===== src/rtl/wb_port_arb_pkg.sv =====
// Shared types for the register-file write-port arbiter: widths, the
// write-port record and the port-source encoding.
package wb_port_arb_pkg;

  localparam int REG_AW = 5;
  localparam int XLEN   = 32;

  typedef struct packed {
    logic              we;
    logic [REG_AW-1:0] rd;
    logic [XLEN-1:0]   data;
  } wp_rec_t;

  typedef enum logic [1:0] {
    SRC_NONE = 2'd0,
    SRC_PIPE = 2'd1,
    SRC_MDU  = 2'd2
  } src_e;

endpackage


===== src/rtl/wb_port_arb_if.sv =====
// Bus bundle between the WR stage / MDU / register file and the arbiter.
// master = the surrounding pipeline side, slave = the arbiter.
interface wb_port_arb_if #(
  parameter int DEPTH = 2
) ();
  import wb_port_arb_pkg::*;

  localparam int CW = $clog2(DEPTH) + 1;

  logic              WRRWE;
  logic [REG_AW-1:0] WRrd;
  logic [XLEN-1:0]   RegData;
  logic              MDValid;
  logic [REG_AW-1:0] MDrd;
  logic [XLEN-1:0]   MDData;
  logic              MDReady;
  logic              MDIssue;
  logic [REG_AW-1:0] MDIssueRd;
  logic              RFWE;
  logic [REG_AW-1:0] RFrd;
  logic [XLEN-1:0]   RFData;
  logic              StallReq;
  logic [CW-1:0]     Pending;
  logic [31:0]       Busy;

  modport master (
    output WRRWE, WRrd, RegData, MDValid, MDrd, MDData, MDIssue, MDIssueRd,
    input  MDReady, RFWE, RFrd, RFData, StallReq, Pending, Busy
  );

  modport slave (
    input  WRRWE, WRrd, RegData, MDValid, MDrd, MDData, MDIssue, MDIssueRd,
    output MDReady, RFWE, RFrd, RFData, StallReq, Pending, Busy
  );

endinterface


===== src/rtl/wb_port_arb_fifo.sv =====
// Small synchronous FIFO holding MDU results; DEPTH must be a power of two
// so the pointers wrap for free.
module wb_fifo #(
  parameter int DEPTH = 2,
  parameter int W     = 8
) (
  input  logic                       CLK,
  input  logic                       rst_n,
  input  logic                       push_i,
  input  logic                       pop_i,
  input  logic [W-1:0]               din_i,
  output logic [W-1:0]               head_o,
  output logic [$clog2(DEPTH):0]     count_o,
  output logic                       full_o,
  output logic                       empty_o
);

  localparam int AW = $clog2(DEPTH);
  localparam int CW = AW + 1;

  logic [W-1:0]  mem_q [DEPTH];
  logic [AW-1:0] wr_q, wr_d, rd_q, rd_d;
  logic [CW-1:0] cnt_q, cnt_d;
  logic          do_push, do_pop;

  assign full_o  = (cnt_q == CW'(DEPTH));
  assign empty_o = (cnt_q == '0);
  assign do_push = push_i && !full_o;
  assign do_pop  = pop_i && !empty_o;
  assign head_o  = mem_q[rd_q];
  assign count_o = cnt_q;

  always_comb begin
    wr_d  = wr_q;
    rd_d  = rd_q;
    cnt_d = cnt_q;
    if (do_push) wr_d = wr_q + AW'(1);
    if (do_pop)  rd_d = rd_q + AW'(1);
    case ({do_push, do_pop})
      2'b10:   cnt_d = cnt_q + CW'(1);
      2'b01:   cnt_d = cnt_q - CW'(1);
      default: cnt_d = cnt_q;
    endcase
  end

  always_ff @(posedge CLK or negedge rst_n) begin
    if (!rst_n) begin
      wr_q  <= '0;
      rd_q  <= '0;
      cnt_q <= '0;
    end else begin
      wr_q  <= wr_d;
      rd_q  <= rd_d;
      cnt_q <= cnt_d;
    end
  end

  // Storage needs no reset: occupancy alone decides what is valid.
  always_ff @(posedge CLK) begin
    if (do_push) mem_q[wr_q] <= din_i;
  end

endmodule


===== src/rtl/wb_port_arb.sv =====
// Register-file write-port arbiter: pipeline writeback first, buffered MDU
// results on idle cycles, with a starvation stall request. The per-register
// pending-write scoreboard is built only when WB_SCOREBOARD_EN is defined.
module wb_port_arb
  import wb_port_arb_pkg::*;
#(
  parameter int DEPTH        = 2,
  parameter int STARVE_LIMIT = 4
) (
  input  logic          CLK,
  input  logic          rst_n,
  wb_port_arb_if.slave  bus
);

  localparam int CW = $clog2(DEPTH) + 1;
  localparam int W  = REG_AW + XLEN;
  localparam int SW = $clog2(STARVE_LIMIT + 1);
  localparam logic [SW-1:0] SLIM = SW'(STARVE_LIMIT);

  logic              preq;
  logic              push, pop;
  logic [W-1:0]      head;
  logic [REG_AW-1:0] head_rd;
  logic [XLEN-1:0]   head_data;
  logic [CW-1:0]     count;
  logic              full, empty;
  src_e              src;
  wp_rec_t           wp;
  logic [SW-1:0]     starve_q, starve_d;
  logic              stall_q, stall_d;

  assign preq = bus.WRRWE && (bus.WRrd != '0);

  // Outputs are forced quiet while reset is held, even if WRRWE is driven.
  assign bus.MDReady = rst_n && !full;
  assign push        = bus.MDValid && bus.MDReady;
  assign pop         = !preq && !empty;

  wb_fifo #(.DEPTH(DEPTH), .W(W)) u_fifo (
    .CLK     (CLK),
    .rst_n   (rst_n),
    .push_i  (push),
    .pop_i   (pop),
    .din_i   ({bus.MDrd, bus.MDData}),
    .head_o  (head),
    .count_o (count),
    .full_o  (full),
    .empty_o (empty)
  );

  assign head_rd   = head[XLEN +: REG_AW];
  assign head_data = head[XLEN-1:0];

  always_comb begin
    src = SRC_NONE;
    if (preq)        src = SRC_PIPE;
    else if (!empty) src = SRC_MDU;
  end

  // An rd = 0 MDU entry still pops but never raises the write enable.
  always_comb begin
    wp = '0;
    case (src)
      SRC_PIPE: wp = '{we: 1'b1, rd: bus.WRrd, data: bus.RegData};
      SRC_MDU:  if (head_rd != '0) wp = '{we: 1'b1, rd: head_rd, data: head_data};
      default:  wp = '0;
    endcase
  end

  assign bus.RFWE    = rst_n && wp.we;
  assign bus.RFrd    = wp.rd;
  assign bus.RFData  = wp.data;
  assign bus.Pending = count;

  // Remaining-budget down-counter: reaching zero means STARVE_LIMIT blocked cycles.
  always_comb begin
    starve_d = starve_q;
    if (empty || pop)         starve_d = SLIM;
    else if (starve_q != '0)  starve_d = starve_q - SW'(1);
    stall_d = (starve_d == '0);
  end

  always_ff @(posedge CLK or negedge rst_n) begin
    if (!rst_n) begin
      starve_q <= SLIM;
      stall_q  <= 1'b0;
    end else begin
      starve_q <= starve_d;
      stall_q  <= stall_d;
    end
  end

  assign bus.StallReq = stall_q;

`ifdef WB_SCOREBOARD_EN
  logic [31:0] busy_q, busy_d;

  // Issue is applied after retire so a same-cycle set wins.
  always_comb begin
    busy_d = busy_q;
    if (pop && head_rd != '0)                  busy_d[head_rd]       = 1'b0;
    if (bus.MDIssue && bus.MDIssueRd != '0)    busy_d[bus.MDIssueRd] = 1'b1;
    busy_d[0] = 1'b0;
  end

  always_ff @(posedge CLK or negedge rst_n) begin
    if (!rst_n) busy_q <= '0;
    else        busy_q <= busy_d;
  end

  assign bus.Busy = busy_q;
`else
  assign bus.Busy = '0;
`endif

endmodule

===== src/flat_wrapper.sv =====
// flat-port wrapper written by rule: the top's interface ports become plain ports
module wb_port_arb_flat import wb_port_arb_pkg::*;
#(
  parameter int DEPTH        = 2,
  parameter int STARVE_LIMIT = 4
)
  (CLK, rst_n, bus_WRRWE, bus_WRrd, bus_RegData, bus_MDValid, bus_MDrd, bus_MDData, bus_MDIssue, bus_MDIssueRd, bus_MDReady, bus_RFWE, bus_RFrd, bus_RFData, bus_StallReq, bus_Pending, bus_Busy);
  wb_port_arb_if #(.DEPTH(DEPTH)) bus_i ();
  input  logic CLK;
  input  logic rst_n;
  input wire logic [$bits(bus_i.WRRWE)-1:0] bus_WRRWE;
  input wire logic [$bits(bus_i.WRrd)-1:0] bus_WRrd;
  input wire logic [$bits(bus_i.RegData)-1:0] bus_RegData;
  input wire logic [$bits(bus_i.MDValid)-1:0] bus_MDValid;
  input wire logic [$bits(bus_i.MDrd)-1:0] bus_MDrd;
  input wire logic [$bits(bus_i.MDData)-1:0] bus_MDData;
  input wire logic [$bits(bus_i.MDIssue)-1:0] bus_MDIssue;
  input wire logic [$bits(bus_i.MDIssueRd)-1:0] bus_MDIssueRd;
  output wire logic [$bits(bus_i.MDReady)-1:0] bus_MDReady;
  output wire logic [$bits(bus_i.RFWE)-1:0] bus_RFWE;
  output wire logic [$bits(bus_i.RFrd)-1:0] bus_RFrd;
  output wire logic [$bits(bus_i.RFData)-1:0] bus_RFData;
  output wire logic [$bits(bus_i.StallReq)-1:0] bus_StallReq;
  output wire logic [$bits(bus_i.Pending)-1:0] bus_Pending;
  output wire logic [$bits(bus_i.Busy)-1:0] bus_Busy;
  assign bus_i.WRRWE = bus_WRRWE;
  assign bus_i.WRrd = bus_WRrd;
  assign bus_i.RegData = bus_RegData;
  assign bus_i.MDValid = bus_MDValid;
  assign bus_i.MDrd = bus_MDrd;
  assign bus_i.MDData = bus_MDData;
  assign bus_i.MDIssue = bus_MDIssue;
  assign bus_i.MDIssueRd = bus_MDIssueRd;
  assign bus_MDReady = bus_i.MDReady;
  assign bus_RFWE = bus_i.RFWE;
  assign bus_RFrd = bus_i.RFrd;
  assign bus_RFData = bus_i.RFData;
  assign bus_StallReq = bus_i.StallReq;
  assign bus_Pending = bus_i.Pending;
  assign bus_Busy = bus_i.Busy;
  wb_port_arb #(.DEPTH(DEPTH), .STARVE_LIMIT(STARVE_LIMIT)) u_core (.CLK(CLK), .rst_n(rst_n), .bus(bus_i));
endmodule

===== config.mk =====
export PLATFORM = sky130hd
export DESIGN_NAME = wb_port_arb_flat
export DESIGN_NICKNAME = d
export VERILOG_FILES = /design/src/rtl/wb_port_arb_pkg.sv /design/src/rtl/wb_port_arb_if.sv /design/src/rtl/wb_port_arb_fifo.sv /design/src/rtl/wb_port_arb.sv /design/src/flat_wrapper.sv
export SDC_FILE = /design/constraint.sdc
export NUM_CORES = 1
export LEC_CHECK = 0
export CORE_MARGIN = 4
export CORE_UTILIZATION = 63
export DETAILED_ROUTE_END_ITERATION = 16
export DONT_BUFFER_PORTS = 1
export PLACE_DENSITY_LB_ADDON = 0.3
export SYNTH_ARGS = -nofsm -noshare
export SYNTH_HDL_FRONTEND = slang
export SYNTH_SLANG_ARGS = --single-unit

===== constraint.sdc =====
create_clock -name CLK -period 3.6 [get_ports CLK]
set_input_delay 1.08 -clock CLK [delete_from_list [all_inputs] [get_ports CLK]]
set_output_delay 1.08 -clock CLK [all_outputs]
set_load 0.01 [all_outputs]

# After elaboration in Yosys (flattened, before gate mapping)
# Memory sizes are Yosys's and may differ from the RTL's.
# Index checks and enable logic that the tools add are counted.
totals:
  mem_bits_rw: 74
  inputBits: 84
  word_cells: 42
  reg_bits: 8
  output_inout_bits: 74
  n_memories: 1
op_classes:
  muxes: 9
  n_eq_ne: 5
  addsub: 5
  n_reduce_logical: 17
memory_table:
  columns: ["name", "words", "width", "read_ports", "rd_clocked_by_memory_dff", "write_ports", "line_no", "source"]
  rows:
  - ["u_core.u_fifo.mem_q", 2, 37, 1, 0, 1, "wb_port_arb_fifo.sv:21", "logic [W-1:0] mem_q [DEPTH];"]
op_table:
  columns: ["op", "n"]
  rows:
  - ["38-bit case mux with 2 select lines", 1]
  - ["38-bit two-way mux", 1]
  - ["5-bit nonzero test", 2]
  - ["1-bit logical AND", 7]
  - ["2-bit == test, second input constant", 3]
  - ["3-bit two-way mux", 2]
  - ["2-bit by 1-bit == test with 1-bit output, second input constant", 2]
  - ["2-bit two-way mux", 2]
  - ["2-bit case mux with 2 select lines", 1]
  - ["1-bit zero test", 3]
  - ["3-bit zero test", 1]
  - ["3-bit nonzero test", 1]
  - ["3-bit by 1-bit subtractor with 3-bit output, second input constant", 1]
  - ["1-bit adder, second input constant", 2]
  - ["2-bit by 1-bit adder with 2-bit output, second input constant", 1]
  - ["2-bit zero test", 1]
  - ["1-bit two-way mux", 2]
  - ["2-bit nonzero test", 1]
  - ["2-bit by 1-bit subtractor with 2-bit output, second input constant", 1]
  - ["1-bit logical OR", 1]

# Longest topological paths before layout
# Gate-level depths: netlist of run 1.
logic_depth:
  ltp_word: 7
  ltp_mapped: 8
  mapped_depth_nobuf: 7

# By module
# Synthesis of run 1 repeated with hierarchy kept, for this count alone.
hier_totals:
  hier_cells: 323
  hier_area_um2: 4396.7
modules_own_cells:
  columns: ["mod", "cells_per_inst", "area_each_um2", "instances"]
  rows:
  - ["wb_fifo", 133, 2949.1, 1]
  - ["wb_port_arb", 190, 1447.6, 1]

# Worst setup path before layout of run 1
# Ideal clock, no wire load.
synth_timing:
  path_kind: "in2reg"
  start: "in rst_n"
  end: "mem u_core.u_fifo.mem_q[0][0] (netlist bit) (enable)"
  cell_stages: 3
  n_path_buf: 0
  slack_ns: -0.082
  arrival_ns: 3.250
  cell_sequence: "a21boi_0 -> nand2_1 -> nor2_1"
synth_between:
  elab_chain_len: 5
synth_lines:
  columns: ["element", "line_no", "source"]
  rows:
  - ["start: declaration", "flat_wrapper.sv:10", "input logic rst_n;"]
  - ["1-bit logical AND", "wb_port_arb.sv:35", "assign bus.MDReady = rst_n && !full;"]
  - ["1-bit logical AND", "wb_port_arb.sv:36", "assign push = bus.MDValid && bus.MDReady;"]
  - ["1-bit logical AND", "wb_port_arb_fifo.sv:28", "assign do_push = push_i && !full_o;"]
  - ["1-bit two-way mux", "wb_port_arb_fifo.sv:60", "if (do_push) mem_q[wr_q] <= din_i;"]
  - ["1-bit two-way mux (not written as such)", "wb_port_arb_fifo.sv:60", null]
  - ["end: declaration", "wb_port_arb_fifo.sv:21", null]
# No other way between the ends.

# Worst setup path after layout of run 1
layout_timing:
  start: "in bus_WRrd[0]"
  end: "out bus_RFData[31]"
layout_between:
  elab_chain_len: 5
  elab_cells_between_ends: 6
  classes_between: "eq/ne: 2; mux: 2; reduce/logical: 2"
layout_lines:
  columns: ["element", "line_no", "source"]
  rows:
  - ["start: declaration", "flat_wrapper.sv:12", "input wire logic [$bits(bus_i.WRrd)-1:0] bus_WRrd;"]
  - ["5-bit nonzero test (*)", "wb_port_arb.sv:32", "assign preq = bus.WRRWE && (bus.WRrd != '0);"]
  - ["1-bit logical AND (*)", "wb_port_arb.sv:32", null]
  - ["2-bit two-way mux (*)", "wb_port_arb.sv:56", "if (preq) src = SRC_PIPE;"]
  - ["2-bit == test or 2-bit by 1-bit == test with 1-bit output (tied branches)", "wb_port_arb.sv:63", "case (src)"]
  - ["38-bit case mux with 2 select lines (*)", "wb_port_arb.sv:63", null]
  - ["end: declaration", "flat_wrapper.sv:22", "output wire logic [$bits(bus_i.RFData)-1:0] bus_RFData;"]
# Mark *: on every way between the ends. The rest lies on a longest branch, timed or not.

==> results of run 1 <==
metal layers:
layer | GRT usage, % | share of wire (%)
met1 | 21.3 | 38
met2 | 30.2 | 49
met3 | 7.70 | 11
met4 | 6.37 | 1.2
met5 | 0 | 0
state kept, by name, indices dropped and copies added (netlist names):
register and count:
u_core.u_fifo.rd_q 1, u_core.u_fifo.mem_q 74, u_core.u_fifo.count_o 2, u_core.u_fifo.wr_q 1
u_core.starve_q 3, u_core.bus.StallReq 1
layout make-up:
class                           instances  area, um2  share of cell area (%)
Inverter                                5       18.8                   0.454
Timing Repair Buffer                   13        148                    3.57
Tap cell                               75       93.8                    2.27
Clock buffer                           10        128                    3.09
Clock inverter                          4       68.8                    1.66
Multi-Input combinational cell        176       1250                    30.3
Sequential cell                        82       2420                    58.7
power by group through the flow:
stage | clock, mW | combinational [mW] | sequential (mW)
6_report | 0.672 | 0.849 | 1.33
5_1_grt | 0.732 | 0.926 | 1.34
4_1_cts | 0.683 | 0.862 | 1.33
3_5_place_dp | 0 | 0.855 | 1.35
3_3_place_gp | 0 | 0.846 | 1.34
2_1_floorplan | 0 | 0.764 | 1.29
cells in the mapped netlist:
| cell type | instances |
|---|---|
| nor3_1 | 2 |
| mux2i_1 | 36 |
| nor2_8 | 1 |
| or3_2 | 1 |
| dfstp_2 | 1 |
| a22o_1 | 2 |
| o31ai_1 | 3 |
| o31ai_4 | 1 |
| nor2b_1 | 2 |
| dfrtp_1 | 7 |
| o21ai_2 | 30 |
| ha_1 | 4 |
| conb_1 | 1 |
| buf_2 | 4 |
| edfxtp_1 | 74 |
| o22ai_1 | 1 |
| inv_1 | 5 |
| o31a_2 | 1 |
| buf_6 | 7 |
| o21ai_0 | 3 |
| xor2_1 | 3 |
| nor3b_1 | 1 |
| or3_4 | 1 |
| nor4b_1 | 1 |
| o211ai_4 | 1 |
| nor2_1 | 4 |
| buf_4 | 32 |
| clkbuf_1 | 1 |
| a21boi_0 | 2 |
| mux2_2 | 2 |
| nor4_1 | 2 |
| and3_1 | 1 |
| xnor2_1 | 3 |
| nand2_1 | 36 |
kinds of logic (layout without fill, tap and decap cells):
family	after synthesis	count (layout)	share of synthesized area, %
compound gates	44	44	10.0
mux	38	38	9.79
xor+xnor	6	6	1.34
fa+ha+maj	4	4	1.28
simple gates	52	52	6.30
flops	82	82	61.9
buf+inv	49	32	9.24
other cells	1	32	0.0958
per-stage QoR:
| stage | hold slack [ps] | total power [mW] |
|---|---|---|
| floorplan | 479 | 2.05 |
| global placement | 528 | 2.18 |
| detailed placement | 546 | 2.20 |
| CTS | 404 | 2.87 |
| global route | 388 | 3.00 |
| finish | 421 | 2.85 |
final timing paths:
path	start	slack, ps	to
max in group asynchronous	rst_n	3010	u_core.starve_q[2]
worst max register to register	u_core.u_fifo.count_o[0]	1220	u_core.u_fifo.mem_q[0][11]
worst min register to register	u_core.u_fifo.wr_q	560	u_core.u_fifo.wr_q
min in group CLK	u_core.u_fifo.wr_q	560	u_core.u_fifo.wr_q
worst min-delay path	rst_n	420	u_core.u_fifo.wr_q
worst max-delay path	bus_WRrd[0]	170	bus_RFData[31]
critical path, stage by stage:
cell,delay [ps]
or3_4,380
o31ai_4,250
o211ai_4,140
buf_12,180
o21ai_0,160
buf_4,140
==> metrics.txt, run 1 <==
Gates resized, CTS repair=0; crit path capture type=output pin; Net count, final=about 380; Detailed Place HPWL=4810 um; Die ar.=7540 um2; switching share of power=32.1%; Seq pwr share=46.6%; Yosys top cell area share=56.8%; Worst EP required=2520 ps; placed cell areas=around 3900 um2; CP Max Fanout=17; Cells after Synth=276; max_slew headroom=a little over half; Comb pwr share=29.8%; Finished Cell Area=4130 um2; Setup TNS=0 ps; DIE HEIGHT=around 87 um; max_cap viols=0; RSZ-0062 raised after global routing=false; Worst-path clk slew=~80 ps; Setup Skew=around 9 ps; Hold Buf Count CTS=0; initial antenna violation count=0; Setup-failing EPs final=0; internal power=1.93 mW; core area=around 6000 um2; synth top area cells=edfxtp_1 (57%), mux2i_1 (9.2%), o21ai_2 (6.7%), buf_4 (6.1%), dfrtp_1 (4.5%); CTS max path bufs=2; largest net degree at the start of global routing=38; VDD IR-drop max=0.000417 V; global-route wire length before repair=10000 um; Rows=28; Critical Setup Path Class=in -> out; initial drt markers=107; NetSw=roughly 0.9 mW; post-CTS setup buffer count=0; setup ws final=172 ps; # H-tree levels=3; ant diodes=0; Antenna Nets Post-Route=0; number of synthesis warnings=0; minimum clock period=3430 ps; LEAKAGE=roughly 1.6 nW; Via Count=about 2100; worst-margin pin slew=708 ps; most common cell after layout, fill and taps aside=edfxtp_1; CTS Buf Count=9; Vias/cell=5.67; Tcrit/Tclk final=95.2%; Non-Filler Instances=365; Final Hold Fails=0; gpl congestion=just over 0.7; most frequent cells in the layout=edfxtp_1 (74), nand2_1 (36), mux2i_1 (36), conb_1 (32), o21ai_2 (30); CP Launch Type=primary input; Max Clk Rate=292 MHz; outcome=complete, no violations; Mapped Area=around 4000 um2; routed length per instance=18.3 um; DIE WIDTH=86.8 um; final WL=6690 um; Hold Path Class=in -> async; Syn-to-layout area delta=5.66%; number of buffers added on ports=0; sequential area share after synthesis=61.9%; R2R depth=5; worst skew pair latency=340 ps; post-synth top area cell=edfxtp_1; CTS Sinks=82; GRT overflow=0; Root Buffer=clkbuf_8; post-layout util=between 60% and 70%; Syn Area/Cell=roughly 14 um2; register bit total from synthesis=82; clock share of power=23.6%; # DRC=0; post-synth cell types=34; pre-CTS setup slack=175 ps; Slew Limit Fails=0; Fillers=430; Placed Instances=351; vias in the first global route=2045; layout cells sized above 1=23.1%; DRT Pass-1 Iters=4; power density cells=around 690 nW/um2; CTS tree=built; crit path DAT=2350 ps; initial core utilization=65.3%; GRT Resource Usage Total=18.2%; I/O Pins=158
Power figures use the tool's default switching activity.
==> inputs of run 2 (changes only) <==
- MAX_ROUTING_LAYER: not set -> met4
==> run 2 against run 1 <==
  * Wire length decreased by 0.67%
  * Clock skew decreased by 1.1 ps
  * Sequential share of layout area is the same
  * Clock power about the same
  * Cell area stayed put
  * Worst hold slack improved by 1.1 ps
  * Sequential power about the same
  * Setup slack worse by 17 ps
  * Global-route usage increased by 0.49 points
  * Core utilization stayed put
  * Non-clock buffer count unchanged
  * Critical endpoint is now bus_RFData[18]
  * Largest power group unchanged
==> metrics.txt, run 2 (synthesis gave the netlist of run 1 again) <==
outcome=complete, no violations (unchanged); worst skew pair latency=340 ps (about the same); Setup TNS=0 ps (unchanged); crit path cell chain=or3_4 > o31ai_4 > o211ai_4 > buf_12 > o21ai_0 > buf_4 (unchanged); final WL=6640 um (was 6690 um); Detailed Place HPWL=4810 um (unchanged); Hold Path Class=in -> async (unchanged); Setup-failing EPs final=0 (unchanged); CTS Sinks=82 (unchanged); Gates resized, CTS repair=0 (unchanged); Rows=28 (unchanged); Seq pwr share=46.6% (about the same); clock share of power=23.6% (about the same); initial drt markers=100 (was 107); LEAKAGE=1.58 nW (unchanged); # H-tree levels=3 (unchanged); layout cells sized above 1=23.1% (unchanged); number of buffers added on ports=0 (unchanged); crit path capture type=output pin (unchanged); Critical Setup Path Class=in -> out (unchanged); CTS Buf Count=9 (unchanged); Setup Skew=7.97 ps (was 9.08 ps); Worst-path clk slew=70 ps (was 80 ps); largest net degree at the start of global routing=38 (unchanged); Tcrit/Tclk final=95.7% (was 95.2%); max_slew headroom=52.7% (was 52.6%); ant diodes=0 (unchanged); Root Buffer=clkbuf_8 (unchanged); switching share of power=32.0% (was 32.1%); most common cell after layout, fill and taps aside=edfxtp_1 (unchanged); WHS=422 ps (was 421 ps); Via Count=2061 (was 2069); FF-to-FF End=u_core.u_fifo.mem_q[0][0] (was u_core.u_fifo.mem_q[0][11]); Crit-path slowest cell=or3_4 (unchanged); I/O Pins=158 (unchanged); GRT overflow=0 (unchanged); internal power=1.93 mW (about the same); Non-Filler Instances=365 (unchanged); Max Clk Rate=290 MHz (was 292 MHz); Vias/cell=5.65 (was 5.67); global-route wire length before repair=10000 um (unchanged); core area=5990 um2 (unchanged); R2R setup slack=1230 ps (was 1220 ps); vias in the first global route=2048 (was 2045); most frequent cells in the layout=edfxtp_1 (74), nand2_1 (36), mux2i_1 (36), conb_1 (32), o21ai_2 (30) (unchanged); number of flip-flops under the largest register name=74 (unchanged); Net count, final=375 (unchanged); worst-margin pin slew=707 ps (was 708 ps); VDD IR-drop max=0.000417 V (about the same); CP Max Fanout=17 (unchanged); Syn-to-layout area delta=5.66% (unchanged); CTS max path bufs=2 (unchanged); Final Hold Fails=0 (unchanged); power density cells=688 nW/um2 (about the same); # DRC=0 (unchanged); Die ar.=7540 um2 (unchanged); CTS tree=built (unchanged); initial antenna violation count=0 (unchanged); CP delay by family, top=compound AO/OA/AOI/OAI gates (unchanged); NetSw=0.911 mW (was 0.913 mW); r2r startpoint=u_core.u_fifo.count_o[0] (unchanged); Buf/Inv on CP=2 (unchanged); Hold Buf Count CTS=0 (unchanged); Antenna Nets Post-Route=0 (unchanged); DIE WIDTH=86.8 um (unchanged); largest reg by FF count=u_core.u_fifo.mem_q (unchanged); post-CTS setup buffer count=0 (unchanged); Stages on worst setup path=6 (unchanged); DRT Pass-1 Iters=4 (unchanged); GRT Resource Usage Total=18.7% (was 18.2%); Critical Path Max Stage Delay=380 ps (about the same); routed length per instance=18.2 um (was 18.3 um); CP Launch Type=primary input (unchanged); R2R depth=5 (unchanged); Slew Limit Fails=0 (unchanged); Worst EP required=2520 ps (about the same); crit path DAT=2370 ps (was 2350 ps); RSZ-0062 raised after global routing=false (unchanged); initial core utilization=65.3% (unchanged); Placed Instances=351 (unchanged); DIE HEIGHT=86.8 um (unchanged); max_cap viols=0 (unchanged); gpl congestion=0.712 (was 0.704); Comb pwr share=29.8% (about the same); minimum clock period=3450 ps (was 3430 ps)
[run 2: cell counts in the layout (fill, tap and decap cells not counted)]
No cell type changed its count.
[run 2: layout make-up]
type | count | area, um2
Clock buffer | 10 | 128
Clock inverter | 4 | 68.8
Fill cell | 430 | 1860
Inverter | 5 | 18.8
Multi-Input combinational cell | 176 | 1250
Sequential cell | 82 | 2420
Tap cell | 75 | 93.8
Timing Repair Buffer | 13 | 148
[run 2: worst reg2reg max path, delay by kind of cell, from the launching register on]
family	cells	cell delay [ps]
AOI/OAI and AO/OA	1	450
buffers and inverters	2	320
DFF	1	570
and+or+nand+nor	2	750
[run 2: power by group through the flow]
stage	combinational [mW]	clock [mW]	sequential, mW
after detailed placement	0.855	0	1.35
after CTS	0.862	0.683	1.33
after global placement	0.846	0	1.34
final	0.849	0.671	1.32
after floorplan	0.764	0	1.29
after global routing	0.926	0.731	1.34
[run 2: how the worst max path moves through the flow]
stage | to | from | slack (ps)
after floorplan | bus_RFrd[0] | bus_WRrd[0] | 240
after detailed placement | bus_RFData[18] | bus_WRrd[0] | 180
after global routing | bus_RFData[18] | bus_WRrd[0] | 90
after CTS | bus_RFData[18] | bus_WRrd[0] | 170
final | bus_RFData[18] | bus_WRrd[0] | 150
after global placement | bus_RFData[31] | bus_WRrd[0] | 160
[run 2: routing by layer]
layer / global-route usage [%] / routed length (um) / part of all wire, %
met5: - / 0 / 0
met4: 6.37 / 85 / 1.3
met3: 6.94 / 697 / 10
met2: 30.2 / 3300 / 50
met1: 21.6 / 2560 / 39
[run 2: through the flow]
step | area, um2 | power (mW) | setup slack [ps] | utilization, %
2_1_floorplan | 4030 | 2.05 | 245 | -
6_report | 4130 | 2.84 | 155 | 69.0
3_5_place_dp | 3940 | 2.20 | 175 | 65.7
4_1_cts | 4130 | 2.87 | 167 | 69.0
3_3_place_gp | 3940 | 2.18 | 161 | 65.7
5_1_grt | 4130 | 3.00 | 94.9 | 69.0
